===== src/rtl/otter_arb_pkg.sv =====
`default_nettype none
// ------------------------------------------------------------------------
// otter_arb_pkg : shared types for the OTTER memory-port arbiter (rev 1.0)
// ------------------------------------------------------------------------
package otter_arb_pkg;

   typedef enum logic [0:0] {
      IDLE = 1'b0,
      WAIT = 1'b1
   } arb_state_t;

   typedef enum logic [0:0] {
      OWN_IF   = 1'b0,
      OWN_DATA = 1'b1
   } arb_owner_t;

   localparam logic [1:0] MEM_SIZE_WORD = 2'b10;

endpackage
`default_nettype wire


===== src/rtl/otter_mem_arbiter.sv =====
`default_nettype none
// ------------------------------------------------------------------------
// otter_mem_arbiter : fetch / load-store arbiter for the shared OTTER memory port (rev 1.0)
// ------------------------------------------------------------------------
module otter_mem_arbiter
   import otter_arb_pkg::*;
#(
   parameter int RD_LATENCY   = 1,
   parameter int MAX_D_STREAK = 4
)(
   input  logic        clk,
   input  logic        rst_n,
   input  logic        if_req,
   input  logic [31:0] if_addr,
   input  logic        if_flush,
   output logic        if_gnt,
   output logic        if_rvalid,
   output logic [31:0] if_rdata,
   input  logic        d_req,
   input  logic        d_we,
   input  logic [31:0] d_addr,
   input  logic [31:0] d_wdata,
   input  logic [1:0]  d_size,
   input  logic        d_sign,
   output logic        d_gnt,
   output logic        d_rvalid,
   output logic [31:0] d_rdata,
   output logic        mem_rden,
   output logic        mem_we,
   output logic [31:0] mem_addr,
   output logic [31:0] mem_din,
   output logic [1:0]  mem_size,
   output logic        mem_sign,
   input  logic [31:0] mem_dout
);

   localparam logic [1:0] LAT_M1     = 2'(RD_LATENCY - 1);
   localparam logic [3:0] STREAK_MAX = 4'(MAX_D_STREAK);

   arb_state_t state, state_nxt;
   arb_owner_t owner, owner_nxt;
   logic [1:0] cnt, cnt_nxt;
   logic [3:0] streak, streak_nxt;
   logic       kill, kill_nxt;
   logic       eligible, resp, gnt_if, gnt_d;

   always_comb begin
      state_nxt  = state;
      owner_nxt  = owner;
      cnt_nxt    = cnt;
      kill_nxt   = kill;
      streak_nxt = streak;
      mem_rden   = 1'b0;
      mem_we     = 1'b0;
      mem_addr   = 32'd0;
      mem_din    = 32'd0;
      mem_size   = 2'b00;
      mem_sign   = 1'b0;
      if_rdata   = mem_dout;
      d_rdata    = mem_dout;

      // Outputs are forced low while reset is asserted, independent of the clock.
      eligible  = rst_n && ((state == IDLE) || (cnt == 2'd0));
      resp      = rst_n && (state == WAIT) && (cnt == 2'd0);
      gnt_d     = eligible && d_req && (!if_req || (streak != STREAK_MAX));
      gnt_if    = eligible && if_req && !gnt_d;
      if_gnt    = gnt_if;
      d_gnt     = gnt_d;
      d_rvalid  = resp && (owner == OWN_DATA);
      if_rvalid = resp && (owner == OWN_IF) && !kill && !if_flush;

      if (state == WAIT) begin
         if (cnt == 2'd0) state_nxt = IDLE;
         else             cnt_nxt   = cnt - 2'd1;
         if ((owner == OWN_IF) && if_flush) kill_nxt = 1'b1;
      end

      if (gnt_if) begin
         mem_rden  = 1'b1;
         mem_addr  = if_addr;
         mem_size  = MEM_SIZE_WORD;
         state_nxt = WAIT;
         cnt_nxt   = LAT_M1;
         owner_nxt = OWN_IF;
         kill_nxt  = if_flush;
      end else if (gnt_d) begin
         mem_rden = !d_we;
         mem_we   = d_we;
         mem_addr = d_addr;
         mem_din  = d_wdata;
         mem_size = d_size;
         mem_sign = d_sign;
         if (!d_we) begin
            state_nxt = WAIT;
            cnt_nxt   = LAT_M1;
            owner_nxt = OWN_DATA;
            kill_nxt  = 1'b0;
         end
      end

      if (!if_req || gnt_if)            streak_nxt = 4'd0;
      else if (gnt_d && streak != 4'hF) streak_nxt = streak + 4'd1;
   end

   always_ff @(posedge clk or negedge rst_n) begin
      if (!rst_n) begin
         state  <= IDLE;
         owner  <= OWN_IF;
         cnt    <= 2'd0;
         kill   <= 1'b0;
         streak <= 4'd0;
      end else begin
         state  <= state_nxt;
         owner  <= owner_nxt;
         cnt    <= cnt_nxt;
         kill   <= kill_nxt;
         streak <= streak_nxt;
      end
   end

endmodule
`default_nettype wire

===== config.mk =====
export PLATFORM = sky130hd
export DESIGN_NAME = otter_mem_arbiter
export DESIGN_NICKNAME = d
export VERILOG_FILES = /design/src/rtl/otter_arb_pkg.sv /design/src/rtl/otter_mem_arbiter.sv
export SDC_FILE = /design/constraint.sdc
export NUM_CORES = 1
export LEC_CHECK = 0
export ABC_AREA = 1
export CAP_MARGIN = 20
export CORE_AREA = 2 2 107 109
export CTS_CLUSTER_DIAMETER = 40
export DETAILED_ROUTE_END_ITERATION = 6
export DIE_AREA = 0 0 109 111
export PLACE_DENSITY = 0.68
export SYNTH_ARGS = -nofsm -noshare
export SYNTH_HDL_FRONTEND = slang
export SYNTH_SLANG_ARGS = --single-unit

===== constraint.sdc =====
create_clock -name clk -period 4.55 [get_ports clk]
set_clock_uncertainty 0.05 [all_clocks]
set_input_delay 1.1375 -clock clk [delete_from_list [all_inputs] [get_ports clk]]
set_output_delay 1.1375 -clock clk [all_outputs]
set_load 0.03 [all_outputs]

* Word-level counts from Yosys, hierarchy flattened *
Cells that the tools add are included.

storage, ports and cells
  bits in writable memories = 0
  output and inout port bits = 137
  bits in latches = 0
  bits in read-only memories = 0
  flip-flop bits (word level) = 9
  logic and storage cells = 69
  memories = 0

cells by class
  add/sub/neg operators = 2
  shift operators = 0
  divide/modulo/power cells = 0
  multipliers = 0
  equal/unequal tests = 3
  magnitude comparators = 0
  muxes and demuxes = 32
  bitwise operators = 2
  reductions and logical operators = 25

operators with widths
  kind                                                                number
  32-bit two-way mux                                                  4
  1-bit two-way mux                                                   19
  2-bit two-way mux                                                   7
  1-bit logical AND                                                   13
  4-bit two-way mux                                                   2
  1-bit logical NOT                                                   5
  4-bit by 1-bit adder with 4-bit output, second input constant       1
  4-bit by 3-bit != test with 1-bit output, second input constant     1
  4-bit != test, second input constant                                1
  2-bit nonzero test                                                  2
  1-bit logical OR                                                    3
  2-bit logical NOT                                                   1
  2-bit != test, second input constant                                1
  1-bit NOT                                                           2
  2-bit AND reduction                                                 1
  2-bit by 1-bit subtractor with 2-bit output, second input constant  1

* Depth between registers and ports, before layout *
  depth after elaboration = 9
  depth in mapped cells = 11
  depth with buffers taken out = 10

* Worst setup path after synthesis *
Ideal clock, no wire load.

  kind = in2out
  from = input port rst_n
  to = output port if_rvalid
  path buffers = 0
  path slack = 1240 ps
  arrival time = 2122 ps
  cell stages on the path = 2
  path through = nand3_1 > nor4_1

between the ends
  longest elaborated chain between the ends = 5

ends and longest elaborated chain
  item                             line                     RTL
  start, declared                  otter_mem_arbiter.sv:12  input logic rst_n,
  1-bit logical AND (2 in series)  otter_mem_arbiter.sv:64  resp = rst_n && (state == WAIT) && (cnt == 2'd0);
  1-bit logical AND (3 in series)  otter_mem_arbiter.sv:70  if_rvalid = resp && (owner == OWN_IF) && !kill && !if_flush;
  end, declared                    otter_mem_arbiter.sv:17  output logic if_rvalid,

Every way passes these cells.

* Worst setup path in the final report *
  from = input port if_req
  to = output port mem_addr[4]

between the ends
  longest elaborated chain between the ends = 6
  elaborated cells on any way between the ends = 8
  those cells by class = 2 x mux; 6 x reduce/logical

ends and longest elaborated chain
  item                    line                     RTL
  start, declared         otter_mem_arbiter.sv:13  input logic if_req,
  1-bit logical NOT       otter_mem_arbiter.sv:65  gnt_d = eligible && d_req && (!if_req || (streak != STREAK_MAX));
  1-bit logical OR        otter_mem_arbiter.sv:65
  1-bit logical AND       otter_mem_arbiter.sv:65
  1-bit logical NOT       otter_mem_arbiter.sv:66  gnt_if = eligible && if_req && !gnt_d;
  1-bit logical AND       otter_mem_arbiter.sv:66
  32-bit two-way mux (*)  otter_mem_arbiter.sv:78  if (gnt_if) begin
  end, declared           otter_mem_arbiter.sv:30  output logic [31:0] mem_addr,

Mark *: on every way between the ends. The rest lies on a longest branch, timed or not.

==> parameters.txt <==
Parameter                              Value

Yosys
  Number of warnings printed during yosys synthesis    0
  Compound-Gate Fraction of Synth Area    2.10%
  Post-synth EDFFs    0
  Fraction of registers with async set or reset after synthesis    100%
  Post-synth top flop    dfrtp_1
  Mapped Area    0.00179 mm^2
  Largest family of logic cells by synthesized area    simple AND/OR/NAND/NOR gates
  Number of instances in the synthesized netlist    316
  Flops & latches, synth    9
  Simple-gate share of the synthesized area    41.6%
  Share of the synthesized netlist area taken by xor and xnor gates    0.980%
  Sequential share of the synthesized area    12.6%
  Avg Inst Size Synth    5.65 um^2
  Net count after synthesis    455
  Library cells used by synthesis    24
  Mux contribution to synthesized area    0%
  Post-synthesis share of cell area spent on full adders, half adders and majority gates    1.40%

Clock network
  CTS Root Cell    clkbuf_16
  Number of gates resized after CTS    0
  Number of levels in the clock H-tree    1
  CTS tree    built
  Hold bufs inserted after CTS    0
  Latest clock arrival within the worst-skew pair    240 ps
  Buffer depth of the longest clock path    2
  Buffers inserted during post-CTS setup optimization    0
  Clock-pin transition on the worst setup and hold timing paths    40 ps
  TritonCTS Buffers    3
  Number of sinks on the clock net    9

Final layout
  # nets final    568
  Post-Layout Cell Count    571
  Area of the multi-input gates    823 um^2
  Fraction of final layout cells with drive strength greater than 1    22.9%
  Total inserted antenna cells    0
  Number of filler instances in the final layout    1,234
  Area growth, synth to finish    75.2%
  FF+latch area    225 um^2

Pwr
  Pwr dens    168 mW/mm^2
  Lkg Pwr    1.71 nW
  Tot Pwr    0.525 mW
  Peak supply drop    0.192 mV

Min path
  Hold crit path type    register to register
  Terminating pin of the worst hold path    streak[1]$_DFFE_PN0P_
  Hold Path Depth    2
  Origin of the worst min-delay path    streak[1]$_DFFE_PN0P_

Routing
  Post-detailed-route via-to-cell ratio    3.69
  First-pass iteration count of the detailed router    5
  Final ANT Viol Nets    0
  Total DRC errors in the routed layout    0
  Via count    2,107
  Final routed wire length divided by cell count    11.1 um
  First-iteration detailed-routing DRC count    64
  Final Routed Wirelength    6.36 mm

STA
  Count of endpoints failing setup in the final report    0
  Fmax    242 MHz
  Min cycle time layout    4130 ps
  Period utilization    90.8%
  Worst slew margin relative to its limit    56.8%
  Aggregate negative setup slack    0 ps
  Slew at the pin closest to its max-slew limit    646 ps
  Pins Over Slew Limit    0
  Final Hold Fails    0
  Setup repair after global routing missed its margin    no
  Worst hold slack    521 ps

Setup path
  Crit-path max FO    34
  Depth of the worst register-to-register path    11
  Reg-to-reg endpoint    cnt[0]$_DFF_PN0_
  Startpoint-to-endpoint class of the critical path    input port to output port
  Source of the worst register-to-register timing path    streak[0]$_DFFE_PN0P_
  Reg-to-reg setup timing slack    2590 ps
  Worst path arrival time    2940 ps
  Critical Path Start Type    input port
  Required time at the endpoint of the critical path    3360 ps
  CP Capture Type    output port

Floorplanning
  Initial Utilization    16.1%
  Horizontal die dimension    109 um
  Area enclosed by the die boundary    0.0121 mm^2
  Number of placement rows    39
  Height of the die    111 um
  Core area    0.0111 mm^2
  Top Ports    274

Placement
  Gpl congestion    0.733
  I/O Buffers    177
  Placed cells    567
  Post-DP HPWL    5.37 mm

Global routing
  Pin count of the biggest net entering global routing    37
  Antenna violations before repair    0
  Total Routing Usage GR    9.49%
  Routing usage on met2    17.4%
  Met3 Use GR    3.29%
  Congestion Overflow GR    0
  Via count of the first global-routing pass    2,011
  Wire length of the first global-routing pass    9.46 mm
  Most utilized layer in the global route result    met2
  GR met1 Demand/Resource    9.49%

Job
  Total of max-cap violations    0

Outcome
  Run status    finished, final reports clean
state kept, by name, indices dropped and copies added, names as in the netlist:
signal  cells
state       1
kill        1
cnt         2
streak      4
owner       1
area by class of cell:
cell class / count / area share (%)
timing repair buffer: 181 / 52.4
clock buffer: 4 / 2.52
sequential: 9 / 7.19
inverter: 48 / 5.92
multi-input combinational: 186 / 26.3
tap: 143 / 5.72
cell usage in the layout, fill, tap and decap left out, drive strengths merged:
cell type,n
nor2,46
a21oi,3
xor2,2
clkdlybuf4s50,107
nand3,14
inv,48
nor4,1
o21ai,2
nand2,115
ha,2
buf,74
dfrtp,9
a31o,1
clkbuf,4
worst max-delay path by stage:
stage / start / endpoint / slack [ps]
finish: if_req / mem_addr[4] / 420
global route: if_req / mem_addr[15] / 260
CTS: if_req / mem_addr[22] / 390
detailed placement: if_req / mem_addr[22] / 430
global placement: if_req / mem_addr[15] / 460
floorplan: rst_n / if_rvalid / 1240
worst max-delay path, cell delays in order:
cell and delay (ps):
clkdlybuf4s50_1 550, nand2_1 90, inv_1 80, nand2_2 70, nand2_4 100, nand3_4 130
inv_6 70, buf_4 350, nand2_1 100, nand2_1 90, buf_4 160
cells by family (layout without fill, tap and decap cells):
logic type	Yosys count	in the layout
buffers and inverters	121	233
flip-flops	9	9
XOR/XNOR	2	2
adder cells (fa/ha/maj)	2	2
AO/OA/AOI/OAI	6	6
AND/OR/NAND/NOR	176	176
routing by layer:
metal / wire length [um] / share of wire [%] / up-vias
li1: - / - / 1076
met1: 2130 / 33 / 891
met2: 3190 / 50 / 119
met3: 844 / 13 / 21
met4: 197 / 3.1 / 0
met5: 0 / 0 / -
per-stage QoR:
step	utilization [%]	setup slack (ps)	instance area (um^2)
floorplan	-	1240	1790
global placement	27.6	462	3050
detailed placement	27.6	429	3050
CTS	28.3	394	3130
global route	28.3	257	3130
finish	28.3	418	3130
cell usage after synthesis (2+ instances only):
| cell type | n | area, um^2 |
|---|---|---|
| nand2_2 | 10 | 62.6 |
| buf_4 | 64 | 480 |
| inv_1 | 46 | 173 |
| nor2_2 | 4 | 25.0 |
| nand3_1 | 13 | 65.1 |
| dfrtp_1 | 9 | 225 |
| nand2_1 | 104 | 390 |
| buf_2 | 6 | 30.0 |
| xor2_1 | 2 | 17.5 |
| a21oi_1 | 2 | 10.0 |
| buf_6 | 2 | 22.5 |
| ha_1 | 2 | 25.0 |
| nor2_1 | 41 | 154 |
power by group:
group / leakage (nW) / switching [mW] / total, mW / internal (mW)
Clock: 0.0382 / 0.0412 / 0.158 / 0.117
Combinational: 1.55 / 0.138 / 0.279 / 0.140
Sequential: 0.121 / 0.00305 / 0.0880 / 0.0849
Total: 1.71 / 0.182 / 0.525 / 0.343
Note: power is estimated with default switching activity, not from simulation.
